### src/rtl/pdm_sample_scheduler_pkg.sv
// rtl/pdm_sample_scheduler_pkg.sv - shared state encoding and mid-scale helper for the sample scheduler
package pdm_sample_scheduler_pkg;

  typedef enum logic [1:0] {
    ST_IDLE  = 2'd0,
    ST_PRIME = 2'd1,
    ST_RUN   = 2'd2,
    ST_DRAIN = 2'd3
  } state_e;

  // Mid-scale code for a given amplitude width: 1 << (bits-1).
  function automatic int unsigned midscale(input int unsigned bits);
    return 32'd1 << (bits - 1);
  endfunction

endpackage

### src/rtl/pdm_sample_scheduler_tick_divider.sv
// rtl/pdm_sample_scheduler_tick_divider.sv - reload counter producing one tick per sample period
module pdm_sample_scheduler_tick_divider #(
  parameter int DIV_BITS = 16
) (
  input  logic                clock_i,
  input  logic                reset_i,
  input  logic                run_i,
  input  logic                run_next_i,
  input  logic [DIV_BITS-1:0] sample_period_i,
  output logic                sample_tick_o
);

  logic [DIV_BITS-1:0] cnt_q, cnt_d;
  logic [DIV_BITS-1:0] reload;

  // The period is sampled at the reload itself, so a change lands on the next interval.
  assign reload        = (sample_period_i == '0) ? '0 : sample_period_i - DIV_BITS'(1);
  assign sample_tick_o = run_i && (cnt_q == '0);

  // Count down while streaming; park at zero so the first tick after PRIME is immediate.
  always_comb begin
    cnt_d = '0;
    if (run_i && run_next_i) begin
      if (sample_tick_o) begin
        cnt_d = reload;
      end else begin
        cnt_d = cnt_q - DIV_BITS'(1);
      end
    end
  end

  // Counter register.
  always_ff @(posedge clock_i) begin
    if (reset_i) begin
      cnt_q <= '0;
    end else begin
      cnt_q <= cnt_d;
    end
  end

endmodule

### src/rtl/pdm_sample_scheduler.sv
// rtl/pdm_sample_scheduler.sv - buffers one upstream sample and applies it to the PDM amplitude on each tick
module pdm_sample_scheduler
  import pdm_sample_scheduler_pkg::*;
#(
  parameter int DATA_BITS = 10,
  parameter int DIV_BITS  = 16
) (
  input  logic                 clock,
  input  logic                 reset,
  input  logic                 enable,
  input  logic [DIV_BITS-1:0]  sample_period,
  input  logic [DATA_BITS-1:0] sample_in,
  input  logic                 sample_valid,
  output logic                 sample_ready,
  output logic [DATA_BITS-1:0] amplitude,
  output logic                 sample_tick,
  output logic                 underrun
);

  localparam logic [DATA_BITS-1:0] MIDSCALE = DATA_BITS'(midscale(DATA_BITS));

  state_e               state_q, state_d;
  logic [DATA_BITS-1:0] buf_q, buf_d;
  logic                 buf_full_q, buf_full_d;
  logic [DATA_BITS-1:0] amp_q, amp_d;
  logic                 underrun_q, underrun_d;
  logic                 run, run_next, hs;

  assign run       = (state_q == ST_RUN) || (state_q == ST_DRAIN);
  assign run_next  = (state_d == ST_RUN) || (state_d == ST_DRAIN);
  assign hs        = sample_valid && sample_ready;
  assign amplitude = amp_q;
  assign underrun  = underrun_q;

  pdm_sample_scheduler_tick_divider #(
    .DIV_BITS(DIV_BITS)
  ) u_div (
    .clock_i        (clock),
    .reset_i        (reset),
    .run_i          (run),
    .run_next_i     (run_next),
    .sample_period_i(sample_period),
    .sample_tick_o  (sample_tick)
  );

  // Ready depends only on registered state and the tick, never on sample_valid.
  always_comb begin
    sample_ready = 1'b0;
    case (state_q)
      ST_PRIME: sample_ready = !buf_full_q;
      ST_RUN:   sample_ready = !buf_full_q || sample_tick;
      default:  sample_ready = 1'b0;
    endcase
  end

  // Next state, buffer transfer on tick, and refill on handshake.
  always_comb begin
    state_d    = state_q;
    buf_d      = buf_q;
    buf_full_d = buf_full_q;
    amp_d      = amp_q;
    underrun_d = underrun_q;
    case (state_q)
      ST_IDLE: begin
        if (enable) begin
          state_d    = ST_PRIME;
          underrun_d = 1'b0;
        end
      end
      ST_PRIME: begin
        if (!enable) begin
          state_d = ST_IDLE;
        end else if (hs || buf_full_q) begin
          state_d = ST_RUN;
        end
      end
      ST_RUN: begin
        if (sample_tick) begin
          if (buf_full_q) begin
            amp_d      = buf_q;
            buf_full_d = 1'b0;
          end else begin
            underrun_d = 1'b1;
          end
        end
        if (!enable) begin
          state_d = ST_DRAIN;
        end
      end
      default: begin
        if (sample_tick) begin
          if (buf_full_q) begin
            amp_d      = buf_q;
            buf_full_d = 1'b0;
          end else if (!enable) begin
            amp_d   = MIDSCALE;
            state_d = ST_IDLE;
          end
        end
        if (enable) begin
          state_d = ST_RUN;
        end
      end
    endcase
    // A handshake refills after any same-edge transfer, so buf_full stays set.
    if (hs) begin
      buf_d      = sample_in;
      buf_full_d = 1'b1;
    end
  end

  // State and datapath registers; reset discards the buffer and parks the output.
  always_ff @(posedge clock) begin
    if (reset) begin
      state_q    <= ST_IDLE;
      buf_q      <= '0;
      buf_full_q <= 1'b0;
      amp_q      <= MIDSCALE;
      underrun_q <= 1'b0;
    end else begin
      state_q    <= state_d;
      buf_q      <= buf_d;
      buf_full_q <= buf_full_d;
      amp_q      <= amp_d;
      underrun_q <= underrun_d;
    end
  end

endmodule

### config.mk
export PLATFORM = sky130hd
export DESIGN_NAME = pdm_sample_scheduler
export DESIGN_NICKNAME = d
export VERILOG_FILES = /design/src/rtl/pdm_sample_scheduler_pkg.sv /design/src/rtl/pdm_sample_scheduler_tick_divider.sv /design/src/rtl/pdm_sample_scheduler.sv
export SDC_FILE = /design/constraint.sdc
export NUM_CORES = 1
export LEC_CHECK = 0
export ABC_CLOCK_PERIOD_IN_PS = 4000
export BUFFER_PORTS_ARGS = -buffer_cell sky130_fd_sc_hd__clkbuf_2
export CAP_MARGIN = 20
export CELL_PAD_IN_SITES_DETAIL_PLACEMENT = 1
export CELL_PAD_IN_SITES_GLOBAL_PLACEMENT = 1
export CORE_ASPECT_RATIO = 1.1
export CORE_MARGIN = 2
export CORE_UTILIZATION = 28
export DETAILED_ROUTE_END_ITERATION = 16
export HOLD_SLACK_MARGIN = 0.03
export PLACE_DENSITY_LB_ADDON = 0.1
export REMOVE_ABC_BUFFERS = 1
export SLEW_MARGIN = 20
export SYNTH_ARGS = -nofsm -noshare
export SYNTH_HDL_FRONTEND = slang
export SYNTH_SLANG_ARGS = --single-unit
### constraint.sdc
create_clock -name clock -period 4 [get_ports clock]
set_input_delay 0.4 -clock clock [delete_from_list [all_inputs] [get_ports clock]]
set_output_delay 0.4 -clock clock [all_outputs]
set_load 0.02 [all_outputs]
# ---- Word level (Yosys, flattened, before mapping)
# Cells that the tools add are included.
dict set report op_classes {
  n_addsub 2
  n_eq_ne 11
  n_mux 24
  n_bitwise 2
  reduce_logical 18
}
# cell count
set op_table {}
lappend op_table {{2-to-1 mux 10 bit} 5}
lappend op_table {{logical NOT 16 bit} 2}
lappend op_table {{2-to-1 mux 16 bit} 2}
lappend op_table {{subtractor 16 x 1 -> 16 bit, second input constant} 2}
lappend op_table {{case mux 10 bit (2 select lines)} 1}
lappend op_table {{2-to-1 mux 2 bit} 7}
lappend op_table {{equality test 2 bit, second input constant} 4}
lappend op_table {{!= test 2 bit, second input constant} 4}
lappend op_table {{AND reduction 4 bit} 2}
lappend op_table {{2-to-1 mux 1 bit} 6}
lappend op_table {{case mux 2 bit (3 select lines)} 1}
lappend op_table {{logical OR 1 bit} 4}
lappend op_table {{!= test 2 x 1 -> 1 bit, second input constant} 2}
lappend op_table {{case mux 1 bit (2 select lines)} 2}
lappend op_table {{nonzero test 2 bit} 2}
lappend op_table {{OR reduction 2 bit} 2}
lappend op_table {{logical AND 1 bit} 3}
lappend op_table {{equality test 2 x 1 -> 1 bit, second input constant} 1}
lappend op_table {{logical NOT 2 bit} 1}
lappend op_table {{NOT 1 bit} 2}
lappend op_table {{AND reduction 2 bit} 1}
lappend op_table {{logical NOT 1 bit} 1}
dict set report totals {
  reg_bits 40
  input_bits 30
  output_inout_bits 13
  word_cells 63
}

# ---- Longest topological paths before layout
dict set report depth {
  word_depth 15
  mapped_depth 9
}

# ---- Cells and area by module
# Synthesis repeated with hierarchy kept, for this count alone.
dict set report hier_totals {
  cells_unflattened 278
  hier_area_um2 2371.0
}
# module n_inst cells_each area_per_inst_um2 seq_area_each_um2
set modules_own_cells {}
lappend modules_own_cells {pdm_sample_scheduler_tick_divider 1 151 1186.1 320.3}
lappend modules_own_cells {pdm_sample_scheduler 1 127 1184.9 480.5}

# ---- Worst setup path before layout
# No wires, ideal clock.
dict set report synth_timing {
  path_type {register to output}
  start {reg u_div.cnt_q[0]}
  end {out sample_ready}
  t_arrival_ns 1.956
  required_ns 3.600
  path_slack_ns 1.644
  path_stages_with_launch 9
  path_buffers 1
  cell_sequence {dfxtp_1 -> inv_1 -> ha_1 -> or4b_4 -> nor4_4 -> nand2_2 -> buf_6 -> a21boi_0 -> o21a_1}
}
dict set report synth_between {
  elab_chain_len 4
}
# element line_no
set synth_rtl {}
lappend synth_rtl {{start, declared} pdm_sample_scheduler_tick_divider.sv:13} ;# logic [DIV_BITS-1:0] cnt_q, cnt_d;
lappend synth_rtl {{start signal, assigned} pdm_sample_scheduler_tick_divider.sv:37} ;# cnt_q <= cnt_d;
lappend synth_rtl {{logical NOT 16 bit} pdm_sample_scheduler_tick_divider.sv:18} ;# assign sample_tick_o = run_i && (cnt_q == '0);
lappend synth_rtl {{logical AND 1 bit} pdm_sample_scheduler_tick_divider.sv:18}
lappend synth_rtl {{logical OR 1 bit} pdm_sample_scheduler.sv:51} ;# ST_RUN: sample_ready = !buf_full_q || sample_tick;
lappend synth_rtl {{case mux 1 bit (2 select lines)} pdm_sample_scheduler.sv:49} ;# case (state_q)
lappend synth_rtl {{end, declared} pdm_sample_scheduler.sv:14} ;# output logic sample_ready,
# No other way between the ends.

# ---- Worst setup path after layout
# Same ends and word-level chain as after synthesis.

==> run_results.csv <==
group,metric,value,unit
status,status,"complete, no violations",
global_routing,grt.total_usage,0.140,
pwr,p_leak,1.09,nW
yosys,synth_cell_types,49,
layout,layout-drive-gt1-share,0.193,
layout,finalNonFillerCells,433,
cts,clockRootBuffer,"clkbuf_8",
floorplanning,die_y,102,um
yosys,async_reset_ff_frac,0,
pwr,netSwitchingFraction,0.337,
sta,final_hold_viol_count,0,
sta,slew_headroom,0.406,
pwr,seqPwrFrac,0.397,
cts,cts_resized,0,
yosys,synth_cells,281,
cts,hold_buffers,0,
placed_design,dpl.hpwl,4670,um
sta,fin_crit,3.10,ns
placed_design,io_buffers,42,
global_routing,grt_pass1_wl,10500,um
sta,fmax,322,MHz
sta,hold-worst-slack,0.339,ns
sta,setup_viol,0,
yosys,synth_seq_area_share,0.328,
cts,path_clk_slew,0.08,ns
pwr,intPower,0.742,mW
layout,final_common_cell,"clkbuf_2",
sta,fin_ws,0.899,ns
route,vias_per_cell,4.86,
floorplanning,start_util,0.291,
min_path,hp-class,"primary input to flip-flop",
cts,cts_num_sinks,40,
route,wl_per_cell,14.3,um
route,vias,2104,
yosys,yosys_warnings,0,
sta,drv_slew,0,
global_routing,grt_max_degree,38,
cts,post-cts-setup-buffer-count,0,
sta,finalCritPeriodShare,0.775,
route,drc_errors,0,
layout,nets,358,
setup_path,r2r_slack,1.01,ns
yosys,synth.cell_area,2440,um^2
layout,antenna_cells,0,
layout,nFillCells,1035,
sta,final.setup.tns,0,ns
run,drv_cap,0,
floorplanning,die_w,93.1,um
layout,area_delta_synth_final,16.8,%
cts,clk_latency,0.29,ns
pwr,p_clk_frac,0.257,
placed_design,gp_congestion,0.714,
placed_design,dp_slack,0.973,ns
cts,cts_tree,"done",
setup_path,crit_type,"flip-flop to primary output",
global_routing,overflow,0,
global_routing,antenna_found_initial,0,
floorplanning,dieArea,9490,um^2
layout,multi_input_area,1530,um^2
setup_path,cp.required,3.60,ns
pwr,power.switching,0.377,mW
route,dr.pass1.iters,4,
setup_path,cp-start-kind,"flip-flop",
route,drtIter0Drc,38,
pwr,powerDensity,392,nW/um^2
route,finalWirelength,6200,um
yosys,synth_area_per_cell,8.70,um^2
cts,cts_buffer_depth,2,
layout,final_cell_mix,"42 x clkbuf_2, 40 x dfxtp_1, 33 x nand2b_1",
pwr,ir_drop,0.124,mV
global_routing,grt_pass1_vias,2161,
yosys,synthFlopType,"dfxtp_1",
placed_design,placedCellCount,425,
setup_path,end_kind,"primary output",
route,ant_nets,0,
cts,cts_made_buffers,5,
yosys,synth_edf_count,0,
cts,htree_num_levels,2,
yosys,yosys_register_bits,40,
sta,fin_skew,0.00689,ns
sta,rsz0062_at_grt,"false",
pwr,comb_power_share,0.346,
floorplanning,core_area,8410,um^2
floorplanning,rows,35,
floorplanning,num_io_pins,43,
layout,final_core_util,0.340,
layout,register_area,801,um^2
setup_path,crit_fanout,20,
setup_path,critPathArrivalTime,2.70,ns
sta,worstMarginPinSlew,0.885,ns
path summary, 6_finish.rpt:
check / from / to / depth (start not counted)
max reg2reg: u_div.cnt_q[0]$_SDFF_PP0_ / amplitude[8]$_SDFFE_PP0P_ / 7
min: sample_in[1] / buf_q[1]$_SDFFE_PP0P_ / 3
min reg2reg: buf_q[4]$_SDFFE_PP0P_ / amplitude[4]$_SDFFE_PP0P_ / 2
max: u_div.cnt_q[0]$_SDFF_PP0_ / sample_ready / 8
synth_stat cells, drive strengths merged (3+ instances only):
cell type | number | share of area
dfxtp | 40 | 0.33
nand2b | 33 | 0.084
nor2 | 28 | 0.043
mux2i | 22 | 0.090
nand2 | 17 | 0.027
xnor2 | 13 | 0.047
inv | 12 | 0.018
nor4 | 11 | 0.043
a21oi | 8 | 0.016
a2bb2oi | 8 | 0.029
clkbuf | 8 | 0.012
nor3 | 8 | 0.016
ha | 7 | 0.036
xor2 | 6 | 0.022
buf | 5 | 0.016
nand4 | 5 | 0.013
a31oi | 4 | 0.010
nand3 | 4 | 0.0082
nor2b | 4 | 0.010
o21ai | 4 | 0.0082
or4 | 4 | 0.012
a211oi | 3 | 0.0092
worst max-delay path: stages (launching register included):
cell,delay (ns)
dfxtp_1,0.34
inv_1,0.10
ha_1,0.15
or4b_4,0.48
nor4_4,0.38
nand2_2,0.37
a21boi_0,0.29
o21a_1,0.14
clkbuf_2,0.16
power groups by stage:
stage / Clock [mW] / Sequential, mW / Combinational [mW]
2_1_floorplan: 0 / 0.446 / 0.297
3_3_place_gp: 0 / 0.453 / 0.390
3_5_place_dp: 0 / 0.453 / 0.390
4_1_cts: 0.307 / 0.444 / 0.393
5_1_grt: 0.328 / 0.449 / 0.435
6_report: 0.288 / 0.444 / 0.387
state kept, by name, summed over array words and instances (netlist names):
register and count:
u_div.cnt_q 16, amplitude 10, buf_full_q 1, state_q 2
buf_q 10, underrun 1
kinds of logic after synthesis:
logic type,count (synthesis),synth area share
AND/OR/NAND/NOR,121,0.282
AO/OA/AOI/OAI,46,0.144
flip-flops,40,0.328
buffers and inverters,25,0.0471
multiplexers,23,0.0947
XOR/XNOR,19,0.0681
adder cells (fa/ha/maj),7,0.0358
through the flow:
stage / total power, mW / instance area (um^2)
after global routing: 1.21 / 2860
final: 1.12 / 2860
after floorplan: 0.744 / 2370
after CTS: 1.14 / 2850
after detailed placement: 0.844 / 2750
after global placement: 0.842 / 2750
layer usage:
metal,share of wire,vias up,track usage
li1,-,1077,-
met2,0.51,39,0.255
met4,0.013,0,0.0475
met5,0,-,0
met1,0.44,982,0.167
met3,0.029,6,0.0251
layout make-up:
| class | instances | share of cell area |
|---|---|---|
| clock inverter | 2 | 0.00482 |
| inverter | 12 | 0.0158 |
| multi-input combinational | 216 | 0.537 |
| sequential | 40 | 0.280 |
| tap | 111 | 0.0486 |
| clock buffer | 6 | 0.0289 |
| timing repair buffer | 46 | 0.0841 |
Power figures use the tool's default switching activity.
